File: src/rtl/prog_dumper_pkg.sv
// Shared types and constants for the program dumper and its UART transmitter.
package prog_dumper_pkg;

   localparam int   ADR_W      = 21;
   localparam int   FRAME_BITS = 10;
   localparam logic START_LVL  = 1'b0;
   localparam logic STOP_LVL   = 1'b1;
   localparam logic IDLE_LVL   = 1'b1;

   typedef enum logic [2:0] {
      ST_IDLE = 3'd0,
      ST_READ = 3'd1,
      ST_SEND = 3'd2,
      ST_CSUM = 3'd3,
      ST_FIN  = 3'd4
   } state_e;

   // Running 8-bit checksum: plain modulo-256 sum of the streamed bytes.
   function automatic logic [7:0] csum_add(input logic [7:0] acc, input logic [7:0] b);
      return acc + b;
   endfunction

endpackage

File: src/rtl/uart_tx_byte.sv
// 8N1 UART transmitter for one byte per load strobe; idles high.
// A load in the same cycle as frame_done starts the next frame with no gap.
module uart_tx_byte
   import prog_dumper_pkg::*;
#(
   parameter int CLK_DIV = 104
) (
   input  logic       clk,
   input  logic       reset,
   input  logic       load,
   input  logic [7:0] byte_in,
   output logic       tx,
   output logic       frame_done
);

   localparam int             BW        = (CLK_DIV > 1) ? $clog2(CLK_DIV) : 1;
   localparam logic [BW-1:0]  BAUD_LAST = BW'(CLK_DIV - 1);
   localparam logic [3:0]     BIT_LAST  = 4'(FRAME_BITS - 1);

   logic          tx_q, tx_d;
   logic [8:0]    shift_q, shift_d;
   logic [3:0]    bit_q, bit_d;
   logic [BW-1:0] baud_q, baud_d;
   logic          active_q, active_d;
   logic          bit_end_s;

   assign bit_end_s  = active_q && (baud_q == BAUD_LAST);
   assign frame_done = bit_end_s && (bit_q == BIT_LAST);
   assign tx         = tx_q;

   // Next-state: load a new frame, advance to the next bit, or count baud ticks.
   always_comb begin
      tx_d     = tx_q;
      shift_d  = shift_q;
      bit_d    = bit_q;
      baud_d   = baud_q;
      active_d = active_q;
      if (load) begin
         tx_d     = START_LVL;
         shift_d  = {STOP_LVL, byte_in};
         bit_d    = 4'd0;
         baud_d   = {BW{1'b0}};
         active_d = 1'b1;
      end else if (bit_end_s) begin
         baud_d = {BW{1'b0}};
         if (bit_q == BIT_LAST) begin
            active_d = 1'b0;
            tx_d     = IDLE_LVL;
         end else begin
            bit_d   = bit_q + 4'd1;
            tx_d    = shift_q[0];
            shift_d = {IDLE_LVL, shift_q[8:1]};
         end
      end else if (active_q) begin
         baud_d = baud_q + {{(BW-1){1'b0}}, 1'b1};
      end else begin
         baud_d = baud_q;
      end
   end

   // Transmitter state registers; line idles high out of reset.
   always_ff @(posedge clk or posedge reset) begin
      if (reset) begin
         tx_q     <= IDLE_LVL;
         shift_q  <= 9'h1FF;
         bit_q    <= 4'd0;
         baud_q   <= {BW{1'b0}};
         active_q <= 1'b0;
      end else begin
         tx_q     <= tx_d;
         shift_q  <= shift_d;
         bit_q    <= bit_d;
         baud_q   <= baud_d;
         active_q <= active_d;
      end
   end

endmodule

File: src/rtl/prog_dumper.sv
// Program dumper: reads a block of external memory and streams it over UART,
// followed by an 8-bit checksum of the streamed bytes.
module prog_dumper
   import prog_dumper_pkg::*;
#(
   parameter int CLK_DIV   = 104,
   parameter int READ_WAIT = 2
) (
   input  logic             clk,
   input  logic             reset,
   input  logic             start,
   input  logic [ADR_W-1:0] start_adr,
   input  logic [ADR_W-1:0] length,
   output logic [ADR_W-1:0] adr,
   input  logic [7:0]       data,
   output logic             read,
   output logic             tx,
   output logic             busy,
   output logic             done
);

   localparam int            WW        = (READ_WAIT > 1) ? $clog2(READ_WAIT) : 1;
   localparam logic [WW-1:0] WAIT_LAST = WW'(READ_WAIT - 1);

   state_e           state_q, state_d;
   logic [ADR_W-1:0] adr_q, adr_d;
   logic [ADR_W-1:0] cnt_q, cnt_d;
   logic [7:0]       csum_q, csum_d;
   logic [WW-1:0]    wait_q, wait_d;
   logic             read_q, read_d;
   logic             busy_q, busy_d;
   logic             done_q, done_d;
   logic             uart_load_s;
   logic [7:0]       uart_byte_s;
   logic             frame_done_s;

   uart_tx_byte #(.CLK_DIV(CLK_DIV)) u_tx (
      .clk        (clk),
      .reset      (reset),
      .load       (uart_load_s),
      .byte_in    (uart_byte_s),
      .tx         (tx),
      .frame_done (frame_done_s)
   );

   // Sequencer: read phase, byte frame, then checksum frame and completion.
   always_comb begin
      state_d     = state_q;
      adr_d       = adr_q;
      cnt_d       = cnt_q;
      csum_d      = csum_q;
      wait_d      = wait_q;
      uart_load_s = 1'b0;
      uart_byte_s = data;
      case (state_q)
         ST_IDLE: begin
            if (start) begin
               if (length != {ADR_W{1'b0}}) begin
                  adr_d   = start_adr;
                  cnt_d   = length;
                  csum_d  = 8'h00;
                  wait_d  = {WW{1'b0}};
                  state_d = ST_READ;
               end else begin
                  state_d = ST_FIN;
               end
            end else begin
               state_d = ST_IDLE;
            end
         end
         ST_READ: begin
            if (wait_q == WAIT_LAST) begin
               // Data is sampled on the edge ending the last read cycle.
               uart_load_s = 1'b1;
               uart_byte_s = data;
               csum_d      = csum_add(csum_q, data);
               state_d     = ST_SEND;
            end else begin
               wait_d = wait_q + {{(WW-1){1'b0}}, 1'b1};
            end
         end
         ST_SEND: begin
            if (frame_done_s) begin
               adr_d = adr_q + {{(ADR_W-1){1'b0}}, 1'b1};
               cnt_d = cnt_q - {{(ADR_W-1){1'b0}}, 1'b1};
               if (cnt_q == {{(ADR_W-1){1'b0}}, 1'b1}) begin
                  // Checksum frame follows the last stop bit back to back.
                  uart_load_s = 1'b1;
                  uart_byte_s = csum_q;
                  state_d     = ST_CSUM;
               end else begin
                  wait_d  = {WW{1'b0}};
                  state_d = ST_READ;
               end
            end else begin
               state_d = ST_SEND;
            end
         end
         ST_CSUM: begin
            if (frame_done_s) begin
               state_d = ST_FIN;
            end else begin
               state_d = ST_CSUM;
            end
         end
         ST_FIN: begin
            state_d = ST_IDLE;
         end
         default: begin
            state_d = ST_IDLE;
         end
      endcase
      read_d = (state_d == ST_READ);
      busy_d = (state_d == ST_READ) || (state_d == ST_SEND) || (state_d == ST_CSUM);
      done_d = (state_d == ST_FIN);
   end

   // State and registered outputs; reset aborts any transfer in progress.
   always_ff @(posedge clk or posedge reset) begin
      if (reset) begin
         state_q <= ST_IDLE;
         adr_q   <= {ADR_W{1'b0}};
         cnt_q   <= {ADR_W{1'b0}};
         csum_q  <= 8'h00;
         wait_q  <= {WW{1'b0}};
         read_q  <= 1'b0;
         busy_q  <= 1'b0;
         done_q  <= 1'b0;
      end else begin
         state_q <= state_d;
         adr_q   <= adr_d;
         cnt_q   <= cnt_d;
         csum_q  <= csum_d;
         wait_q  <= wait_d;
         read_q  <= read_d;
         busy_q  <= busy_d;
         done_q  <= done_d;
      end
   end

   assign adr  = adr_q;
   assign read = read_q;
   assign busy = busy_q;
   assign done = done_q;

endmodule

File: config.mk
export PLATFORM = sky130hd
export DESIGN_NAME = prog_dumper
export DESIGN_NICKNAME = d
export VERILOG_FILES = /design/src/rtl/prog_dumper_pkg.sv /design/src/rtl/uart_tx_byte.sv /design/src/rtl/prog_dumper.sv
export SDC_FILE = /design/constraint.sdc
export NUM_CORES = 1
export LEC_CHECK = 0
export ABC_CLOCK_PERIOD_IN_PS = 8300
export CORE_UTILIZATION = 59
export DETAILED_ROUTE_END_ITERATION = 8
export PLACE_DENSITY = 0.86
export SLEW_MARGIN = 25
export SYNTH_ARGS = -nofsm -noshare
export SYNTH_HDL_FRONTEND = slang
export SYNTH_SLANG_ARGS = --single-unit
File: constraint.sdc
create_clock -name clk -period 8.3 [get_ports clk]
set_clock_uncertainty 0.05 [all_clocks]
set_input_delay 2.49 -clock clk [delete_from_list [all_inputs] [get_ports clk]]
set_output_delay 2.49 -clock clk [all_outputs]
set_load 0.005 [all_outputs]
==> summary.txt <==
Global route
  – Vias in the first global route: 4664
  – First-pass GRT wire length: 21700 um
  – Tot GR Track Use: 31.3%
  – Initial antenna violation count: 0
  – GRT Residual Overflow: 0
  – Largest net degree at the start of global routing: 79

Floorplanning
  – Die Footprint: 8860 sq um
  – DIE HEIGHT: 94.1 um
  – Site Rows: 33
  – Initial Utilization: 61.0%
  – Core ar.: 8220 sq um
  – Die width: 94.1 um
  – Ports: 78

Critical path
  – Critical path launch point: length[0]
  – Crit. End Element: flop
  – Crit path launch type: primary input
  – Reg2reg start: state_q[1]
  – Worst path arrival time: 5180 ps
  – CP required: 8530 ps
  – Crit Path Category: primary input to flop
  – Critical Path Fanout Max: 26

Yosys
  – Area share of and/or/nand/nor cells after synthesis: 24.0%
  – Largest area contributor in the netlist: dfrtp_1
  – Xor-xnor portion of the synthesized cell area: 1.92%
  – Avg Inst Size Synth: 8.99 sq um
  – Largest family of logic cells by synthesized area: simple AND/OR/NAND/NOR gates
  – Synth Area in Adders: 3.65%
  – Ys async rst share: 100%
  – Main area contributors after synthesis: dfrtp_1 34%, dfstp_2 4.7%, nor2_1 3.9%
  – Number of flops mapped to enable cells by yosys: 0
  – Syn nets: 624
  – Yosys top cell area share: 34.5%
  – Synth Flop Type: dfrtp_1
  – Cell count after synthesis: 557
  – Compound-Gate Fraction of Synth Area: 23.7%
  – Synthesized area: 5010 sq um
  – Mux cell area share after synthesis: 3.22%
  – Seq/Total Area, Yosys: 39.2%
  – Unique cell type count in the Yosys netlist: 71
  – Syn. warnings: 0
  – #FFs+latches synth: 78

Timing
  – RSZ-0062 raised after global routing: no
  – Final Setup Violations: 0
  – Fmax: 202 MHz
  – Worst-Margin Slew: 961 ps
  – Final Max Slew Viols: 0
  – Slew HR: 35.5%
  – Setup_tns: 0 ps
  – Min Clock Period, post-route: 4940 ps
  – Fin crit share: 59.5%
  – Final count of hold timing violations: 0

Clock network
  – Clock latency on the worst-skew pair: 360 ps
  – Htree depth: 3
  – CTS buffer count: 9
  – CTS clk-pin slew, worst paths: 80 ps
  – Hold Buf Count CTS: 0
  – Setup bufs post-CTS: 0
  – TritonCTS clock tree: yes
  – Clock Sinks: 78
  – Clock Path Buffers: 2
  – Quantity of gates resized following cts: 0
  – Root Driver: clkbuf_8

Final layout
  – Share of post-route cells with drive strength above 1: 8.21%
  – Footprint of the multi-input gates: 2840 sq um
  – Commonest non-fill, non-tap cell in the layout: clkdlybuf4s50_1
  – Area Overhead vs Synth: 20.5%
  – # fillers: 615
  – Most frequent cells in the layout: 77 x clkdlybuf4s50_1, 69 x dfrtp_1, 52 x nor2_1, 42 x nand2_1, 38 x a21oi_1
  – Antenna diodes: 0
  – Number of nets in the layout: 683
  – Sequential cell area: 1960 sq um

Run
  – Number of max-cap violations: 0

Pwr
  – Cell Pwr Density: 314 nW/um^2
  – Final Total Pwr: 1.89 mW
  – Leakage power: 2.42 nW
  – VDD IR-drop max: 0.000158 V

Placement
  – I/O Buffers: 77
  – Routability cong.: 0.891
  – DP HPWL: 8960 um

Drt
  – TritonRoute pass-1 iters: 5
  – Drt wl/cell: 18.5 um
  – Vias after detailed routing: 4834
  – Residual DRC count: 0
  – Remaining antenna violation count: 0
  – DRT iter0 DRCs: 412
  – Drt total wl: 13500 um
  – Post-DR vias/cell: 6.66

Min path
  – Hold path startpoint: csum_q[7]
  – Worst hold path class: flop to flop

Run status
  – Status: finished, final reports clean
[through the flow]
stage                     setup slack [ps]  hold WS (ps)  utilization, %  std cells  area [sq um]
after floorplan                       3780           395               -        557          5010
after global placement                2860           408            70.4        710          5790
after detailed placement              2770           433            70.4        710          5790
after CTS                             3100           444            73.3        726          6020
after global routing                  3200           469            73.4        726          6030
final                                 3360           445            73.4        726          6030
[logic make-up after synthesis]
| family | Yosys count |
|---|---|
| AO/OA/AOI/OAI | 172 |
| adder cells (fa/ha/maj) | 14 |
| buffers and inverters | 49 |
| XOR/XNOR | 11 |
| flip-flops | 78 |
| AND/OR/NAND/NOR | 217 |
| multiplexers | 16 |
[Yosys cell counts (5+ instances only)]
cell	n
a211oi_1	12
a21o_1	9
a21oi_1	38
a22oi_1	9
a2bb2oi_1	6
a31oi_1	10
and3_1	9
buf_2	14
clkbuf_1	16
dfrtp_1	69
dfstp_2	9
ha_1	13
inv_1	15
mux2i_1	15
nand2_1	42
nand3_1	21
nand4_1	12
nand4b_1	5
nor2_1	52
nor3_1	26
nor4_1	9
o21ai_0	24
o22a_1	12
o22ai_1	13
o2bb2ai_1	7
xnor2_1	5
xor2_1	6
[final timing paths]
| path | end | slack [ps] | cells after the start |
|---|---|---|---|
| worst max-delay path | adr[18] | 3360 | 6 |
| worst min-delay path | csum_q[7] | 440 | 1 |
| worst max register to register | u_tx.baud_q[5] | 5210 | 6 |
| worst min register to register | csum_q[7] | 440 | 1 |
| max in group asynchronous | adr[2] | 5100 | 3 |
| min in group asynchronous | u_tx.bit_q[3] | 2610 | 3 |
[layout make-up]
cell class / instances / area share, %
flip-flops and latches: 78 / 32.5
clock buffers: 10 / 2.28
inverters: 15 / 0.933
well taps: 105 / 2.18
multi-input cells: 430 / 47.1
repair buffers: 82 / 13.5
clock inverters: 6 / 1.56
[routing by layer]
layer	wire length (um)	vias to the layer above	global-route usage (%)
met1	5690	2376	40.1
met2	6660	200	52.7
li1	-	2232	-
met5	0	-	0
met3	851	26	5.58
met4	266	0	11.8
[flip-flops by register name (all words and copies together), names as in the netlist]
register and cells:
u_tx.shift_q 8, u_tx.bit_q 4, state_q 3, wait_q 1
csum_q 8, cnt_q 21, busy 1, u_tx.tx 1
read 1, u_tx.baud_q 7, u_tx.active_q 1, adr 21
done 1
[power breakdown]
part / internal, mW / total (mW) / leakage [nW] / switching [mW]
Combinational: 0.392 / 0.815 / 1.37 / 0.423
Clock: 0.180 / 0.330 / 0.113 / 0.150
Sequential: 0.547 / 0.749 / 0.935 / 0.202
Total: 1.12 / 1.89 / 2.42 / 0.775
[critical path, cell delays in order]
cell and delay (ps):
clkdlybuf4s50_1 420, nor4_1 440, nand4_1 310, o211a_1 590, nor2_4 650, a221o_1 260
No activity file was read; power rests on OpenSTA's default activity.
==> patch 1: new RTL, config.mk and constraints unchanged <==
Re-encode `state_e` (5 states) as one-hot, 5 bits wide.
--- a/src/rtl/prog_dumper_pkg.sv
+++ b/src/rtl/prog_dumper_pkg.sv
@@ -7,12 +7,12 @@
    localparam logic STOP_LVL   = 1'b1;
    localparam logic IDLE_LVL   = 1'b1;
 
-   typedef enum logic [2:0] {
-      ST_IDLE = 3'd0,
-      ST_READ = 3'd1,
-      ST_SEND = 3'd2,
-      ST_CSUM = 3'd3,
-      ST_FIN  = 3'd4
+   typedef enum logic [4:0] {
+      ST_IDLE = 5'b00001,
+      ST_READ = 5'b00010,
+      ST_SEND = 5'b00100,
+      ST_CSUM = 5'b01000,
+      ST_FIN  = 5'b10000
    } state_e;
 
    // Running 8-bit checksum: plain modulo-256 sum of the streamed bytes.
Behaviour: no difference found for any inputs over 10 cycles, from zero or initial values and one cycle with reset high; not proved beyond that.
==> patch 1 against the unedited design <==
Worst setup slack lost 0.071 ns; power shrank 8.3%; wire length shrank 7.7%; design area is 4.0% lower; sequential cell count increased by 2; synthesized area fell by 4.9%; first-iteration DRC count fell by 14%; register-to-register slack lost 0.06 ns; die area decreased by 4.8%; maximum frequency decreased by 1.4%; critical endpoint unchanged; largest cell class unchanged.
==> patch 1: results (changes against the unedited design) <==
detailed_routing:
  drt_iter0_markers: 353  # -14%
  wirelength_um: 12400  # -7.7%
  vias: 4517  # -6.6%
  first_pass_iters: 5  # unchanged
clock_tree:
  cts_buffers: 9  # unchanged
  htree_levels: 3  # unchanged
  clk_latency_ns: 0.36  # about the same
  ctsResizeCount: 0  # unchanged
  clkSlewWorstSetupHoldPaths_ns: 0.09
  post-cts-setup-buffer-count: 0  # unchanged
finish:
  finalNonFillerCells: 699  # -3.7%
  fillerInstances: 575  # -6.5%
  num_antenna_cells: 0  # unchanged
  drive_above_1_share_pct: 8.38  # +0.16 points
  nets: 659  # -3.5%
placed_design:
  place_ws_ns: 2.90  # +0.130 ns
  place.detailed.hpwl_um: 8680  # -3.1%
  dpl_cell_area_mm2: 0.00560  # -3.2%
  gp_congestion: 0.865  # -2.9%
  portBuffers: 77  # unchanged
  dp_cells: 683  # -3.8%
outcome:
  status: "completed"
power:
  p_leak_uw: 0.00237  # -1.9%
  vdd_ir_drop_max_uv: 181  # +14%
  p_sw_uw: 667  # -14%
worst_setup_path:
  cp_slowest_cell: "nor2_1"
  r2r_start: "state_q[1]"
  slowest_delay_ns: 0.58  # -0.07 ns
  rrSetupSlack_ns: 5.15  # -0.06 ns
  cp.arrival_ns: 5.17  # about the same
  reg2reg_depth: 6  # unchanged
  r2r_end: "adr[18]"
  worst_path_dominant_cell_family: "simple AND/OR/NAND/NOR gates"
  cp_max_fo: 23  # -12%
global_route:
  grt.total_usage_pct: 31.4  # +0.11 points
  grt_antenna_before_repair: 0  # unchanged
  grt_max_degree: 81  # +2.5%
  grt_pass1_wl_um: 21100  # -2.7%
logic_synthesis:
  yosysUniqueCellTypes: 65  # -8.5%
  synth_warnings: 0  # unchanged
  yosysSeqAreaShare_pct: 42.3  # +3.1 points
  syn-num-nets: 596  # -4.5%
  synthTopCellsByCount: "dfrtp_1 (70), nand2_1 (53), nor2_1 (44), nand3_1 (38), a21oi_1 (29)"
  yosys-top-cells-area: "dfrtp_1 (37%), dfstp_2 (5.5%), nand2_1 (4.2%), nand3_1 (4.0%), nor2_1 (3.5%)"
  synth_ff_type: "dfrtp_1"
  syn_inst: 529  # -5.0%
  ys_async_sr_fraction_pct: 100  # unchanged
timing:
  tightest_slew_ns: 0.986  # +0.0254 ns
  finalHoldViolations: 0  # unchanged
hold_path:
  holdCritStartpoint: "csum_q[7]"
  holdPathEnd: "csum_q[7]"
  hold_path_class: "flip-flop to flip-flop"
flow_run:
  cap_violations: 0  # unchanged
[patch 1: cell count changes after synthesis, sizes merged, moves of 8 or more]
cell / unedited run / this run
a211oi: 12 / 1
a21oi: 38 / 29
buf: 18 / 4
clkbuf: 16 / 27
nand2: 42 / 53
nand3: 22 / 38
nor2: 54 / 45
o211ai: 2 / 17
o22ai: 13 / 5
o311ai: 0 / 10
or4: 1 / 10
[patch 1: through the flow]
step	util, %	hold slack (ns)
after floorplan	-	0.389
after global placement	72.1	0.405
after detailed placement	72.1	0.425
after CTS	74.5	0.447
after global routing	74.6	0.460
final	74.6	0.437
[patch 1: power groups by stage]
stage	clock [uW]	combinational (uW)	sequential (uW)
4_1_cts	288	695	750
6_report	285	695	757
3_3_place_gp	0	660	746
3_5_place_dp	0	692	754
5_1_grt	303	772	783
2_1_floorplan	0	460	708
[patch 1: routing by layer]
metal / vias up / share of wire, % / GRT usage [%]
met2: 195 / 50 / 53.4
met3: 19 / 6.8 / 6.22
met1: 2182 / 41 / 40.2
met4: 0 / 1.5 / 10.8
li1: 2121 / - / -
met5: - / 0 / 0
[patch 1: kinds of logic (layout without fill, tap and decap cells)]
logic type,count (synthesis),count (layout),share of synthesized area (%)
and+or+nand+nor,220,220,23.7
AOI/OAI and AO/OA,136,136,19.9
DFF,80,80,42.3
buffers and inverters,48,116,3.89
muxes,19,19,4.21
adders and majority gates,14,14,3.84
xor gates and xnor gates,12,12,2.21
[patch 1: worst max-delay path by stage]
stage,from,to,slack (ns),cells after the start
4_1_cts,length[10],adr[18],3.30,7
5_1_grt,length[5],adr[18],3.19,7
6_report,length[10],adr[18],3.29,7
3_3_place_gp,length[10],cnt_q[19],3.02,7
2_1_floorplan,reset,adr[0],3.72,1
3_5_place_dp,length[10],cnt_q[6],2.90,7
[patch 1: worst register-to-register path, delay by kind of cell, from the launching register on]
kind,cells,cell delay [ns]
simple gates,3,1.70
compound gates,2,0.52
flops,1,0.42
buf+inv,1,0.32
[patch 1: layout make-up]
cell class,count,area share (%)
Multi-Input combinational cell,401,44.5
Clock inverter,6,1.06
Tap cell,102,2.20
Inverter,17,1.10
Timing Repair Buffer,83,14.1
Sequential cell,80,34.8
Clock buffer,10,2.20
==> patch 2: new RTL, same flow settings <==
Without the edit above. Set the package constant `ADR_W` to 17 (it was 21).
--- a/src/rtl/prog_dumper_pkg.sv
+++ b/src/rtl/prog_dumper_pkg.sv
@@ -1,7 +1,7 @@
 // Shared types and constants for the program dumper and its UART transmitter.
 package prog_dumper_pkg;
 
-   localparam int   ADR_W      = 21;
+   localparam int   ADR_W      = 17;
    localparam int   FRAME_BITS = 10;
    localparam logic START_LVL  = 1'b0;
    localparam logic STOP_LVL   = 1'b1;
Interface: changed (resized adr, length and start_adr); port bits go from 78 to 66. The function was not compared with the original's and may differ.
==> patch 2 against the unedited design <==
Worst setup slack got worse by 0.13 ns; synthesized area decreased by 14%; critical path depth unchanged; design area decreased by 13%; count of clock-buffer cells in the layout increased by 1; wire length decreased by 16%; sequential cell count decreased by 8; first-iteration DRC count decreased by 17%; sequential share of layout area increased by 1.1 points; critical path type unchanged; largest cell class unchanged.
Power is not compared: it rests on default switching activity, and its combinational part moved more than twofold at a synthesized area within 25%.
==> patch 2: results (changes against the unedited design) <==
finish:
  nets: 586  # -14%
  drive_above_1_share_pct: 9.59  # +1.4 points
  num_antenna_cells: 0  # unchanged
  fillerInstances: 505  # -18%
worst_setup_path:
  rrSetupSlack_ns: 5.35  # +0.14 ns
  slowest_delay_ns: 0.94  # +0.29 ns
  worst_path_dominant_cell_family: "simple AND/OR/NAND/NOR gates"
  cp_slowest_cell: "nor2_2"
  cp_max_fo: 24  # -7.7%
  cp.arrival_ns: 5.20  # +0.02 ns
clock_tree:
  clk_path_buf_depth: 2  # unchanged
  htree_levels: 3  # unchanged
  post-cts-setup-buffer-count: 0  # unchanged
  clk_latency_ns: 0.34  # -0.02 ns
  clkSlewWorstSetupHoldPaths_ns: 0.08  # about the same
  cts_buffers: 9  # unchanged
  cts_root_buf: "clkbuf_8"
  ctsResizeCount: 0  # unchanged
detailed_routing:
  wl_per_cell_um: 18.0  # -2.8%
  drt_iter0_markers: 343  # -17%
  first_pass_iters: 6  # +1
  vias: 4063  # -16%
  drtAntennaViolNets: 0  # unchanged
global_route:
  grt_max_degree: 71  # -10%
  grt_pass1_vias: 3972  # -15%
  grt.total_usage_pct: 31.2  # -0.098 points
  grt_antenna_before_repair: 0  # unchanged
  grt_pass1_wl_um: 18700  # -14%
  met1_usage_pct: 41.1  # +1.0 points
  use_met2_pct: 53.8  # +1.1 points
  grt_use_met3_pct: 3.58  # -2.0 points
logic_synthesis:
  ys_async_sr_fraction_pct: 100  # unchanged
  yosys-top-cells-area: "dfrtp_1 (35%), dfstp_2 (5.5%), a21oi_1 (4.5%), ha_1 (3.8%), nor2_1 (3.6%)"
  syn-num-nets: 534  # -14%
  synthTopCellsByCount: "dfrtp_1 (61), nor2_1 (42), a21oi_1 (39), nand2_1 (33), o21ai_0 (23)"
  yosysUniqueCellTypes: 64  # -9.9%
  yosysSeqAreaShare_pct: 40.8  # +1.6 points
  synth_warnings: 0  # unchanged
  synth_ff_type: "dfrtp_1"
hold_path:
  hold_path_class: "flip-flop to flip-flop"
placed_design:
  portBuffers: 65  # -16%
  place.detailed.hpwl_um: 7690  # -14%
  gp_congestion: 0.869  # -2.4%
outcome:
  status: "completed"
timing:
  drv_slew: 0  # unchanged
  relSlewSlack_pct: 26.5  # -9.0 points
  fmax_ghz: 0.197  # -2.6%
  hold_ws_ns: 0.462  # +0.0166 ns
power:
  powerComb_uw: 81.3
  p_leak_uw: 0.00198
  p_per_area_mw_per_mm2: 149
  p_sw_uw: 177
  vdd_ir_drop_max_uv: 82.3
  clk-power_uw: 339
[patch 2: cell types whose count changed in the layout (fill, tap and decap cells not counted), moves of 5 or more]
cell,before,now
clkdlybuf4s50_1,77,65
dfrtp_1,69,61
nor2_1,52,41
nor3_1,26,16
a211oi_1,12,3
o22ai_1,13,21
nand3_1,21,14
a21oi_2,0,6
a2bb2oi_1,6,1
a21o_1,9,2
nand2_1,42,33
[patch 2: stage by stage]
stage | setup WS, ns | cell area (um^2) | std cells
final | 3.23 | 5240 | 628
after detailed placement | 2.99 | 4990 | 611
after global routing | 3.17 | 5240 | 628
after CTS | 3.35 | 5240 | 627
after global placement | 3.00 | 4990 | 611
after floorplan | 4.01 | 4320 | 475
[patch 2: area by class of cell]
type	count	area, um^2	share of cell area [%]
tap	96	120	2.29
timing repair buffer	70	686	13.1
multi-input combinational	360	2370	45.1
sequential	70	1760	33.6
clock inverter	5	106	2.03
inverter	16	60.1	1.15
clock buffer	11	141	2.70
[patch 2: final timing paths]
kind | startpoint | to | depth (start not counted)
worst min-delay path | csum_q[7] | csum_q[7] | 1
worst min register to register | csum_q[7] | csum_q[7] | 1
max in group asynchronous | reset | csum_q[4] | 3
min in group asynchronous | reset | u_tx.baud_q[4] | 3
worst max-delay path | length[9] | adr[7] | 6
worst max register to register | u_tx.baud_q[0] | cnt_q[8] | 6
[patch 2: per-layer routing]
metal | wire length (um) | vias to the layer above
li1 | - | 1900
met1 | 4770 | 1942
met2 | 5580 | 204
met3 | 812 | 17
met4 | 157 | 0
met5 | 0 | -
[patch 2: cell families after synthesis]
group / synth area share, %
and+or+nand+nor: 20.5
AOI/OAI and AO/OA: 24.6
DFF: 40.8
buffers and inverters: 4.66
adders and majority gates: 4.23
xor gates and xnor gates: 2.43
muxes: 2.78
